==> config.mk <==
export PLATFORM = sky130hd
export DESIGN_NAME = io_pulse_stretcher_flat
export DESIGN_NICKNAME = d
export VERILOG_FILES = /design/src/rtl/io_pulse_stretcher_if.sv /design/src/rtl/io_pulse_stretcher.sv /design/src/flat_wrapper.sv
export SDC_FILE = /design/constraint.sdc
export NUM_CORES = 1
export LEC_CHECK = 0
export CAP_MARGIN = 40
export CORE_MARGIN = 3
export CORE_UTILIZATION = 55
export DETAILED_ROUTE_END_ITERATION = 8
export HOLD_SLACK_MARGIN = 0.15
export PLACE_DENSITY_LB_ADDON = 0.1
export SYNTH_ARGS = -nofsm -noshare
export SYNTH_HDL_FRONTEND = slang
export SYNTH_SLANG_ARGS = --single-unit
==> constraint.sdc <==
create_clock -name i_clk -period 2.15 [get_ports i_clk]
set_input_delay 0.3225 -clock i_clk [delete_from_list [all_inputs] [get_ports i_clk]]
set_output_delay 0.3225 -clock i_clk [all_outputs]
set_load 0.01 [all_outputs]
==> src/rtl/io_pulse_stretcher_if.sv <==
// io_pulse_stretcher_if
// Groups the event/pulse signals of io_pulse_stretcher.
//   i_trig     event request from core logic (one event per rising edge)
//   o_pin      stretched pulse towards the pad
//   o_busy     stretcher is emitting a pulse or its trailing gap
//   o_pending  queued events not yet emitted
//   i_ovf_clr  clears o_ovf              (only with IO_PULSE_OVF_EN)
//   o_ovf      sticky event-dropped flag (only with IO_PULSE_OVF_EN)
// Modports: master = core side, slave = stretcher side.
interface io_pulse_stretcher_if #(
    parameter int unsigned PARAM_PEND_W = 4
);
    logic                    i_trig;
    logic                    o_pin;
    logic                    o_busy;
    logic [PARAM_PEND_W-1:0] o_pending;
`ifdef IO_PULSE_OVF_EN
    logic                    i_ovf_clr;
    logic                    o_ovf;

    modport master (
        output i_trig,
        output i_ovf_clr,
        input  o_pin,
        input  o_busy,
        input  o_pending,
        input  o_ovf
    );

    modport slave (
        input  i_trig,
        input  i_ovf_clr,
        output o_pin,
        output o_busy,
        output o_pending,
        output o_ovf
    );
`else
    modport master (
        output i_trig,
        input  o_pin,
        input  o_busy,
        input  o_pending
    );

    modport slave (
        input  i_trig,
        output o_pin,
        output o_busy,
        output o_pending
    );
`endif
endinterface

==> src/rtl/io_pulse_stretcher.sv <==
// io_pulse_stretcher
// Converts single-cycle event strobes into pad-visible pulses with a guaranteed
// high time and a guaranteed low gap. Events arriving while a pulse is active
// are queued in a saturating counter and replayed back to back.
// Ports:
//   i_clk  system clock
//   i_rst  asynchronous, active-high reset
//   bus    io_pulse_stretcher_if.slave: i_trig in; o_pin, o_busy, o_pending out
//          (plus i_ovf_clr in, o_ovf out when IO_PULSE_OVF_EN is defined)
// Optional feature: define IO_PULSE_OVF_EN to get a sticky overflow flag that
// records events dropped at counter saturation.
module io_pulse_stretcher #(
    parameter int unsigned PARAM_FREQ    = 10000000,
    parameter int unsigned PARAM_HOLD_MS = 10,
    parameter int unsigned PARAM_GAP_MS  = 10,
    parameter int unsigned PARAM_PEND_W  = 4
) (
    input logic                 i_clk,
    input logic                 i_rst,
    io_pulse_stretcher_if.slave bus
);

    localparam int unsigned CycPerMs = PARAM_FREQ / 1000;
    localparam int unsigned HoldRaw  = CycPerMs * PARAM_HOLD_MS;
    localparam logic [31:0] HoldCyc  = (HoldRaw == 0) ? 32'd1 : HoldRaw;
    localparam logic [31:0] GapCyc   = CycPerMs * PARAM_GAP_MS;

    localparam logic [PARAM_PEND_W-1:0] PendMax = '1;
    localparam logic [PARAM_PEND_W-1:0] PendOne = PARAM_PEND_W'(1);

    typedef enum logic [1:0] {StIdle, StHold, StGap} state_e;

    state_e                  state_q, state_d;
    logic [31:0]             timer_q, timer_d;
    logic [PARAM_PEND_W-1:0] pend_q, pend_d;
    logic                    trig_d_q;
    logic                    pin_q;
    logic                    busy_q;
    logic                    ev;
    logic                    end_cycle;
    logic                    drop;

    always_comb begin
        ev        = bus.i_trig & ~trig_d_q;
        state_d   = state_q;
        timer_d   = timer_q;
        pend_d    = pend_q;
        end_cycle = 1'b0;
        drop      = 1'b0;

        unique case (state_q)
            StIdle: begin
                if (ev) begin
                    state_d = StHold;
                    timer_d = 32'd0;
                end
            end
            StHold: begin
                if (timer_q == HoldCyc - 32'd1) begin
                    if (GapCyc != 32'd0) begin
                        state_d = StGap;
                        timer_d = 32'd0;
                    end else begin
                        end_cycle = 1'b1;
                    end
                end else begin
                    timer_d = timer_q + 32'd1;
                end
            end
            StGap: begin
                if (timer_q == GapCyc - 32'd1) begin
                    end_cycle = 1'b1;
                end else begin
                    timer_d = timer_q + 32'd1;
                end
            end
            default: state_d = StIdle;
        endcase

        // Expiry decision: replay a queued event, or start on a coincident event
        // (counted then immediately dequeued), otherwise fall back to idle.
        if (end_cycle) begin
            if (pend_q != '0) begin
                state_d = StHold;
                timer_d = 32'd0;
                // A same-cycle event replaces the dequeued one, even when saturated.
                if (!ev) begin
                    pend_d = pend_q - PendOne;
                end
            end else if (ev) begin
                state_d = StHold;
                timer_d = 32'd0;
            end else begin
                state_d = StIdle;
            end
        end else if (ev && (state_q != StIdle)) begin
            if (pend_q != PendMax) begin
                pend_d = pend_q + PendOne;
            end else begin
                drop = 1'b1;
            end
        end
    end

    always_ff @(posedge i_clk or posedge i_rst) begin
        if (i_rst) begin
            state_q  <= StIdle;
            timer_q  <= 32'd0;
            pend_q   <= '0;
            trig_d_q <= 1'b0;
            pin_q    <= 1'b0;
            busy_q   <= 1'b0;
        end else begin
            state_q  <= state_d;
            timer_q  <= timer_d;
            pend_q   <= pend_d;
            trig_d_q <= bus.i_trig;
            // Outputs follow the next state so the pin rises on the event edge.
            pin_q    <= (state_d == StHold);
            busy_q   <= (state_d != StIdle);
        end
    end

    assign bus.o_pin     = pin_q;
    assign bus.o_busy    = busy_q;
    assign bus.o_pending = pend_q;

`ifdef IO_PULSE_OVF_EN
    logic ovf_q;

    // Set has priority over clear.
    always_ff @(posedge i_clk or posedge i_rst) begin
        if (i_rst) begin
            ovf_q <= 1'b0;
        end else begin
            ovf_q <= drop | (ovf_q & ~bus.i_ovf_clr);
        end
    end

    assign bus.o_ovf = ovf_q;
`else
    logic unused_drop;
    assign unused_drop = drop;
`endif

endmodule

==> src/flat_wrapper.sv <==
// flat-port wrapper written by rule: the top's interface ports become plain ports
module io_pulse_stretcher_flat 
#(
    parameter int unsigned PARAM_FREQ    = 10000000,
    parameter int unsigned PARAM_HOLD_MS = 10,
    parameter int unsigned PARAM_GAP_MS  = 10,
    parameter int unsigned PARAM_PEND_W  = 4
)
  (i_clk, i_rst, bus_i_trig, bus_o_pin, bus_o_busy, bus_o_pending);
  io_pulse_stretcher_if #(.PARAM_PEND_W(PARAM_PEND_W)) bus_i ();
  input logic i_clk;
  input logic i_rst;
  input wire logic [$bits(bus_i.i_trig)-1:0] bus_i_trig;
  output wire logic [$bits(bus_i.o_pin)-1:0] bus_o_pin;
  output wire logic [$bits(bus_i.o_busy)-1:0] bus_o_busy;
  output wire logic [$bits(bus_i.o_pending)-1:0] bus_o_pending;
  assign bus_i.i_trig = bus_i_trig;
  assign bus_o_pin = bus_i.o_pin;
  assign bus_o_busy = bus_i.o_busy;
  assign bus_o_pending = bus_i.o_pending;
  io_pulse_stretcher #(.PARAM_FREQ(PARAM_FREQ), .PARAM_HOLD_MS(PARAM_HOLD_MS), .PARAM_GAP_MS(PARAM_GAP_MS), .PARAM_PEND_W(PARAM_PEND_W)) u_core (.i_clk(i_clk), .i_rst(i_rst), .bus(bus_i));
endmodule
==> results.py, run 1 <==
metrics = {
    "status": {
        "status": "complete, but fails checks",
        "violations": "negative setup slack",
    },
    "logic_synthesis": {
        "post_synth_inst_count": 297,
        "syn_nets": 305,
        "synth_warnings": 0,
        "synth_fa_ha_area_share_pct": 2.73,
        "dominantRegCellSynth": "dfrtp_1",
        "synthArstFlopShare_pct": 100,
        "synth_edf_count": 0,
        "synth_top_family_by_area": "simple AND/OR/NAND/NOR gates",
        "synth_xor_xnor_area_share_pct": 1.37,
        "flip_flop_and_latch_count_after_synthesis": 41,
        "netlist.area_leader.share_pct": 40.0,
        "synth_top_area_cells": "dfrtp_1 (40%), o21ai_1 (5.1%), nand2_1 (4.5%)",
        "avgSynthCellArea_um2": 8.63,
        "ys_top_cells_by_count": "dfrtp_1 (41), nand2_1 (31), o21ai_1 (26)",
        "synth.mux.area_fraction_pct": 1.37,
        "synth_cell_types": 52,
        "synth_most_common_cell": "dfrtp_1",
        "synth-seq-area-share_pct": 40.0,
        "synth-simple-area-share_pct": 30.4,
        "synthDominantAreaCellType": "dfrtp_1",
        "synth-compound-area-share_pct": 19.4,
        "synth.cell_area_um2": 2560,
    },
    "setup_path": {
        "cpPeakStageDelay_ns": 0.43,
        "r2r_slack_ns": -0.32,
        "critical_path_required_ns": 2.33,
        "crit_path_start": "u_core.timer_q[17]",
        "timing.critical_path.arrival_ns": 2.65,
        "worstSetupEndpoint": "u_core.bus.o_pending[3]",
        "startpoint_types": "flip-flop",
        "rr_startpoint": "u_core.timer_q[17]",
        "r2r_end": "u_core.bus.o_pending[3]",
        "worst_r2r_path_depth": 8,
        "critical_path_slowest_stage_cell": "nor4b_4",
        "critPathMaxFanout": 5,
        "timing.critical_path.to_type": "flip-flop",
        "cp_cell_sequence": "nor4_2 > nand2_1 > nor4b_4 > ha_1 > a21o_1 > a21oi_2 > mux2i_1 > xnor2_1",
        "setup.worst_path.class": "reg -> reg",
    },
    "grt": {
        "largest_net_degree_at_the_start_of_global_routing": 42,
        "antenna_found_initial": 0,
        "grt.overflow.total": 0,
        "first_global_vias": 2526,
        "grt_use_total_pct": 28.5,
        "grt_pass1_wl_mm": 12.0,
    },
    "placed_design": {
        "place_congestion": 0.889,
        "placed_area_um2": 3130,
        "pre_cts_slack_ns": -0.276,
        "port_buffers": 8,
        "detailed_place_hpwl_mm": 4.95,
    },
    "sta": {
        "setup_skew_after_layout_ns": 0.00989,
        "timing_limited_maximum_frequency_ghz": 0.405,
        "final-setup-viol-count": 28,
        "tightest_slew_ns": 0.434,
        "min_period_ns": 2.47,
        "finalWorstSetupSlack_ns": -0.317,
        "final-hold-violation-count": 0,
        "maxSlewHeadroom_pct": 71.0,
        "final-max-slew-violation-count": 0,
        "holdWs_ns": 0.387,
        "setup_repair_after_global_routing_missed_its_margin": "true",
        "min_period_over_period_pct": 115,
    },
    "power": {
        "max-vdd-ir-drop_uv": 665,
        "p_leak_nw": 1.54,
        "total_power_mw": 2.75,
        "power_density_nw_per_um2": 774,
    },
    "route": {
        "drt_pass1_iterations": 5,
        "vias": 2776,
        "drc": 0,
        "routedWlPerCell_um": 19.8,
        "vias_per_cell": 6.63,
        "drt-total-wl_mm": 8.31,
        "ant_nets": 0,
        "first_iter_violations": 315,
    },
    "die": {
        "die-area_um2": 5520,
        "die_width_um": 74.3,
        "floorplan.initialDensity_pct": 58.1,
        "boundaryPins": 9,
        "floorplan.core_area_um2": 4410,
        "die_h_um": 74.3,
        "rows": 24,
    },
    "layout": {
        "antenna_cells_inserted": 0,
        "finalNetCount": 376,
        "post_route_cells_drive_above_1_share_pct": 32.4,
        "syn2layout_area_growth_pct": 38.8,
        "design_area_um2": 3560,
    },
    "cts": {
        "worst_setup_hold_path_clk_slew_ns": 0.08,
        "ctsHoldBuffers": 0,
        "h-tree-depth": 2,
        "tritoncts.num_buffers": 5,
        "cts.sink_count": 41,
        "cts_tree": "done",
        "insertion_delay_ns": 0.30,
        "clockRootBuffer": "clkbuf_8",
        "ctsLongestPathBuffers": 2,
    },
    "min_path": {
        "timing.hold.worst.class": "in -> async",
    },
    "job": {
        "max_cap_violations": 0,
    },
}
==> per-layer routing <==
| layer | vias up | global-route usage, % | wire [um] |
|---|---|---|---|
| met5 | - | 0 | 0 |
| li1 | 1254 | - | - |
| met4 | 0 | 13.0 | 353 |
| met2 | 161 | 45.4 | 3950 |
| met3 | 43 | 5.54 | 711 |
| met1 | 1318 | 37.8 | 3290 |
==> placed cells by master, fill, tap and decap left out, types with 11 or more instances in the layout <==
| cell type | n |
|---|---|
| nand3_1 | 16 |
| a21oi_1 | 11 |
| o21ai_1 | 31 |
| buf_6 | 11 |
| dfrtp_1 | 41 |
| nand4_1 | 11 |
| nor2_1 | 15 |
| nand2_1 | 30 |
| buf_4 | 59 |
==> per-stage QoR <==
stage / utilization (%) / TNS, ns / cells
finish: 80.6 / -2.03 / 419
global route: 80.6 / -4.78 / 419
CTS: 74.8 / -0.744 / 408
detailed placement: 70.9 / -1.04 / 400
global placement: 70.9 / -0.316 / 400
floorplan: - / -0.140 / 297
==> worst max-delay path: cells and delay by family (launching register included) <==
family	cells	cell delay (ns)
XOR/XNOR	1	0.10
multiplexers	1	0.26
AO/OA/AOI/OAI	2	0.30
AND/OR/NAND/NOR	3	0.99
flip-flops	1	0.42
adder cells (fa/ha/maj)	1	0.30
==> worst min path at each step <==
| stage | endpoint | cells after the start | start | slack, ns |
|---|---|---|---|---|
| after CTS | u_core.timer_q[30] | 3 | i_rst | 0.39 |
| after floorplan | u_core.trig_d_q | 0 | bus_i_trig | 0.35 |
| after detailed placement | u_core.bus.o_pending[3] | 1 | u_core.bus.o_pending[3] | 0.53 |
| after global routing | u_core.bus.o_pending[2] | 3 | i_rst | 0.41 |
| after global placement | u_core.bus.o_pending[3] | 1 | u_core.bus.o_pending[3] | 0.51 |
| final | u_core.timer_q[17] | 3 | i_rst | 0.39 |
==> state kept, by name (all words and copies together) (netlist names) <==
register	flops
u_core.trig_d_q	1
u_core.bus.o_pin	1
u_core.state_q	2
u_core.bus.o_busy	1
u_core.timer_q	32
u_core.bus.o_pending	4
==> logic make-up (layout without fill, tap and decap cells) <==
kind of cell,after synthesis,count (layout)
and+or+nand+nor,136,136
adders and majority gates,5,5
muxes,3,3
AOI/OAI and AO/OA,83,83
xor gates and xnor gates,4,4
buffers and inverters,25,95
DFF,41,41
==> area by class of cell <==
cell class / instances / area [um^2]
Multi-Input combinational cell: 231 / 1630
Sequential cell: 41 / 1030
Fill cell: 274 / 857
Timing Repair Buffer: 82 / 737
Clock buffer: 5 / 68.8
Tap cell: 52 / 65.1
Inverter: 7 / 26.3
Clock inverter: 1 / 5.00
==> power breakdown <==
group / leakage [nW] / internal (mW) / switching [mW]
combinational: 0.993 / 0.596 / 0.556
clock: 0.0399 / 0.214 / 0.269
sequential: 0.509 / 0.945 / 0.173
==> timing repair <==
action	CTS	global route
pin swaps	6	12
gates resized for setup	10	45
cloned	1	4
endpoints found under the setup margin	31	37
buffers inserted	1	7
Note: power is estimated with default switching activity, not from simulation.
==> run 2: changes to the inputs <==
ABC_CLOCK_PERIOD_IN_PS = 2150   (was default)
==> results of run 2 <==
Final layout, timing and power as in run 1 (identical DEF).
==> run 3: changes to the inputs <==
PLACE_DENSITY = 0.76   (was default)
PLACE_DENSITY_LB_ADDON = default   (was 0.1)
==> results.py, run 3 (same netlist as run 1, synthesis figures left out) <==
metrics = {
    "die": {
        "die_h_um": 74.3,
        "die-area_um2": 5520,
        "floorplan.initialDensity_pct": 58.1,
        "rows": 24,
        "boundaryPins": 9,
        "die_width_um": 74.3,
        "floorplan.core_area_um2": 4410,
    },
    "route": {
        "drt_pass1_iterations": 8,
        "first_iter_violations": 500,
        "routedWlPerCell_um": 22.4,
        "vias_per_cell": 7.06,
        "drc": 1,
        "ant_nets": 0,
        "vias": 2946,
        "drt-total-wl_mm": 9.35,
    },
    "status": {
        "violations": "design-rule violations, negative setup slack",
        "status": "complete, but fails checks",
    },
    "power": {
        "max-vdd-ir-drop_uv": 645,
        "p_leak_nw": 1.58,
        "power_density_nw_per_um2": 785,
    },
    "cts": {
        "h-tree-depth": 2,
        "worst_setup_hold_path_clk_slew_ns": 0.08,
        "ctsLongestPathBuffers": 2,
        "cts_tree": "done",
        "clockRootBuffer": "clkbuf_8",
        "cts.sink_count": 41,
        "tritoncts.num_buffers": 5,
        "insertion_delay_ns": 0.30,
        "ctsHoldBuffers": 0,
    },
    "grt": {
        "antenna_found_initial": 0,
        "global_route.usage.met2_pct": 49.3,
        "grt_use_total_pct": 29.5,
        "global_route.peak_usage_layer": "met2",
        "grtUsageMet3_pct": 5.27,
        "global_route.usage.met1_pct": 38.4,
        "grt_pass1_wl_mm": 12.4,
        "first_global_vias": 2572,
        "grt.overflow.total": 0,
        "largest_net_degree_at_the_start_of_global_routing": 42,
    },
    "placed_design": {
        "detailed_place_hpwl_mm": 5.04,
        "port_buffers": 8,
        "placed_area_um2": 3100,
        "pre_cts_slack_ns": -0.291,
        "place_inst": 398,
        "place_congestion": 0.894,
    },
    "job": {
        "max_cap_violations": 0,
    },
    "setup_path": {
        "setup.worst_path.class": "reg -> reg",
        "critical_path_required_ns": 2.32,
        "critPathMaxFanout": 6,
        "timing.critical_path.to_type": "flip-flop",
        "startpoint_types": "flip-flop",
        "timing.critical_path.arrival_ns": 2.61,
    },
    "layout": {
        "largest_reg_flops": 32,
        "syn2layout_area_growth_pct": 45.5,
        "fin_cells": 417,
        "most_frequent_standard_cell_in_the_layout_excluding_fill_and_tap_cells": "buf_4",
        "finalNetCount": 373,
        "final_cell_mix": "buf_4 (56), dfrtp_1 (40), o21ai_1 (31)",
        "post_route_cells_drive_above_1_share_pct": 38.1,
        "largest_register": "u_core.timer_q",
        "design_area_um2": 3730,
        "antenna_cells_inserted": 0,
    },
    "sta": {
        "final-setup-viol-count": 30,
        "setup_skew_after_layout_ns": 0.0113,
        "final-max-slew-violation-count": 0,
        "timing_limited_maximum_frequency_ghz": 0.409,
        "setup_repair_after_global_routing_missed_its_margin": "true",
        "final-hold-violation-count": 0,
        "finalWorstSetupSlack_ns": -0.295,
        "maxSlewHeadroom_pct": 63.5,
        "min_period_over_period_pct": 114,
        "holdWs_ns": 0.452,
        "tightest_slew_ns": 0.548,
        "min_period_ns": 2.45,
    },
    "min_path": {
        "timing.hold.worst.class": "in -> async",
    },
}
## run 3: changes by cell type in the layout (fill, tap and decap cells not counted), sizes merged
cell	before	now
clkinv	1	0
clkbuf	7	9
buf	72	69
## run 3: final timing paths
kind,from,to,slack (ns),depth (start not counted)
setup / recovery,u_core.timer_q[21],u_core.timer_q[31],-0.30,9
hold / removal,i_rst,u_core.timer_q[27],0.45,3
setup reg to reg,u_core.timer_q[21],u_core.timer_q[31],-0.30,9
hold reg to reg,u_core.bus.o_pending[3],u_core.bus.o_pending[3],0.52,1
max in group asynchronous,i_rst,u_core.timer_q[31],1.30,3
min in group i_clk,bus_i_trig,u_core.trig_d_q,0.52,1
## run 3: repair_timing
item / in CTS / in global routing
gates cloned: 1 / 2
pin swaps: 11 / 42
resized for setup: 17 / 68
endpoints found under the setup margin: 31 / 35
buffers inserted: 2 / 8
hold endpoints to repair: 0 / 0
## run 3: routing by layer
metal / share of wire, % / vias to the layer above / wire, um
met5: 0 / - / 0
met4: 3.6 / 0 / 333
met3: 9.6 / 55 / 902
met2: 50 / 244 / 4700
met1: 37 / 1396 / 3420
li1: - / 1251 / -
## run 3: layout make-up
type | count | area [um^2]
tap | 52 | 65.1
fill | 225 | 683
multi-input combinational | 231 | 1800
sequential | 41 | 1030
timing repair buffer | 79 | 726
clock buffer | 7 | 86.3
inverter | 7 | 26.3
## run 3: power by group
group	internal, mW	switching (mW)
logic	0.625	0.600
registers	0.945	0.227
clock network	0.255	0.276
## run 3: critical path: stages (launching register included)
cell and delay, ns:
dfrtp_1 0.44, buf_6 0.15, nor4bb_4 0.28, nand4b_1 0.25, o41ai_4 0.36, buf_6 0.21
buf_12 0.15, a41oi_2 0.04, o21ai_1 0.26, o41ai_2 0.15
## run 3: stage by stage
stage / setup TNS (ns) / total power, mW / util, %
floorplan: -0.140 / 1.67 / -
global placement: -0.690 / 2.07 / 70.3
detailed placement: -1.85 / 2.11 / 70.3
CTS: -0.795 / 2.71 / 75.5
global route: -4.30 / 3.05 / 84.5
finish: -3.30 / 2.93 / 84.5
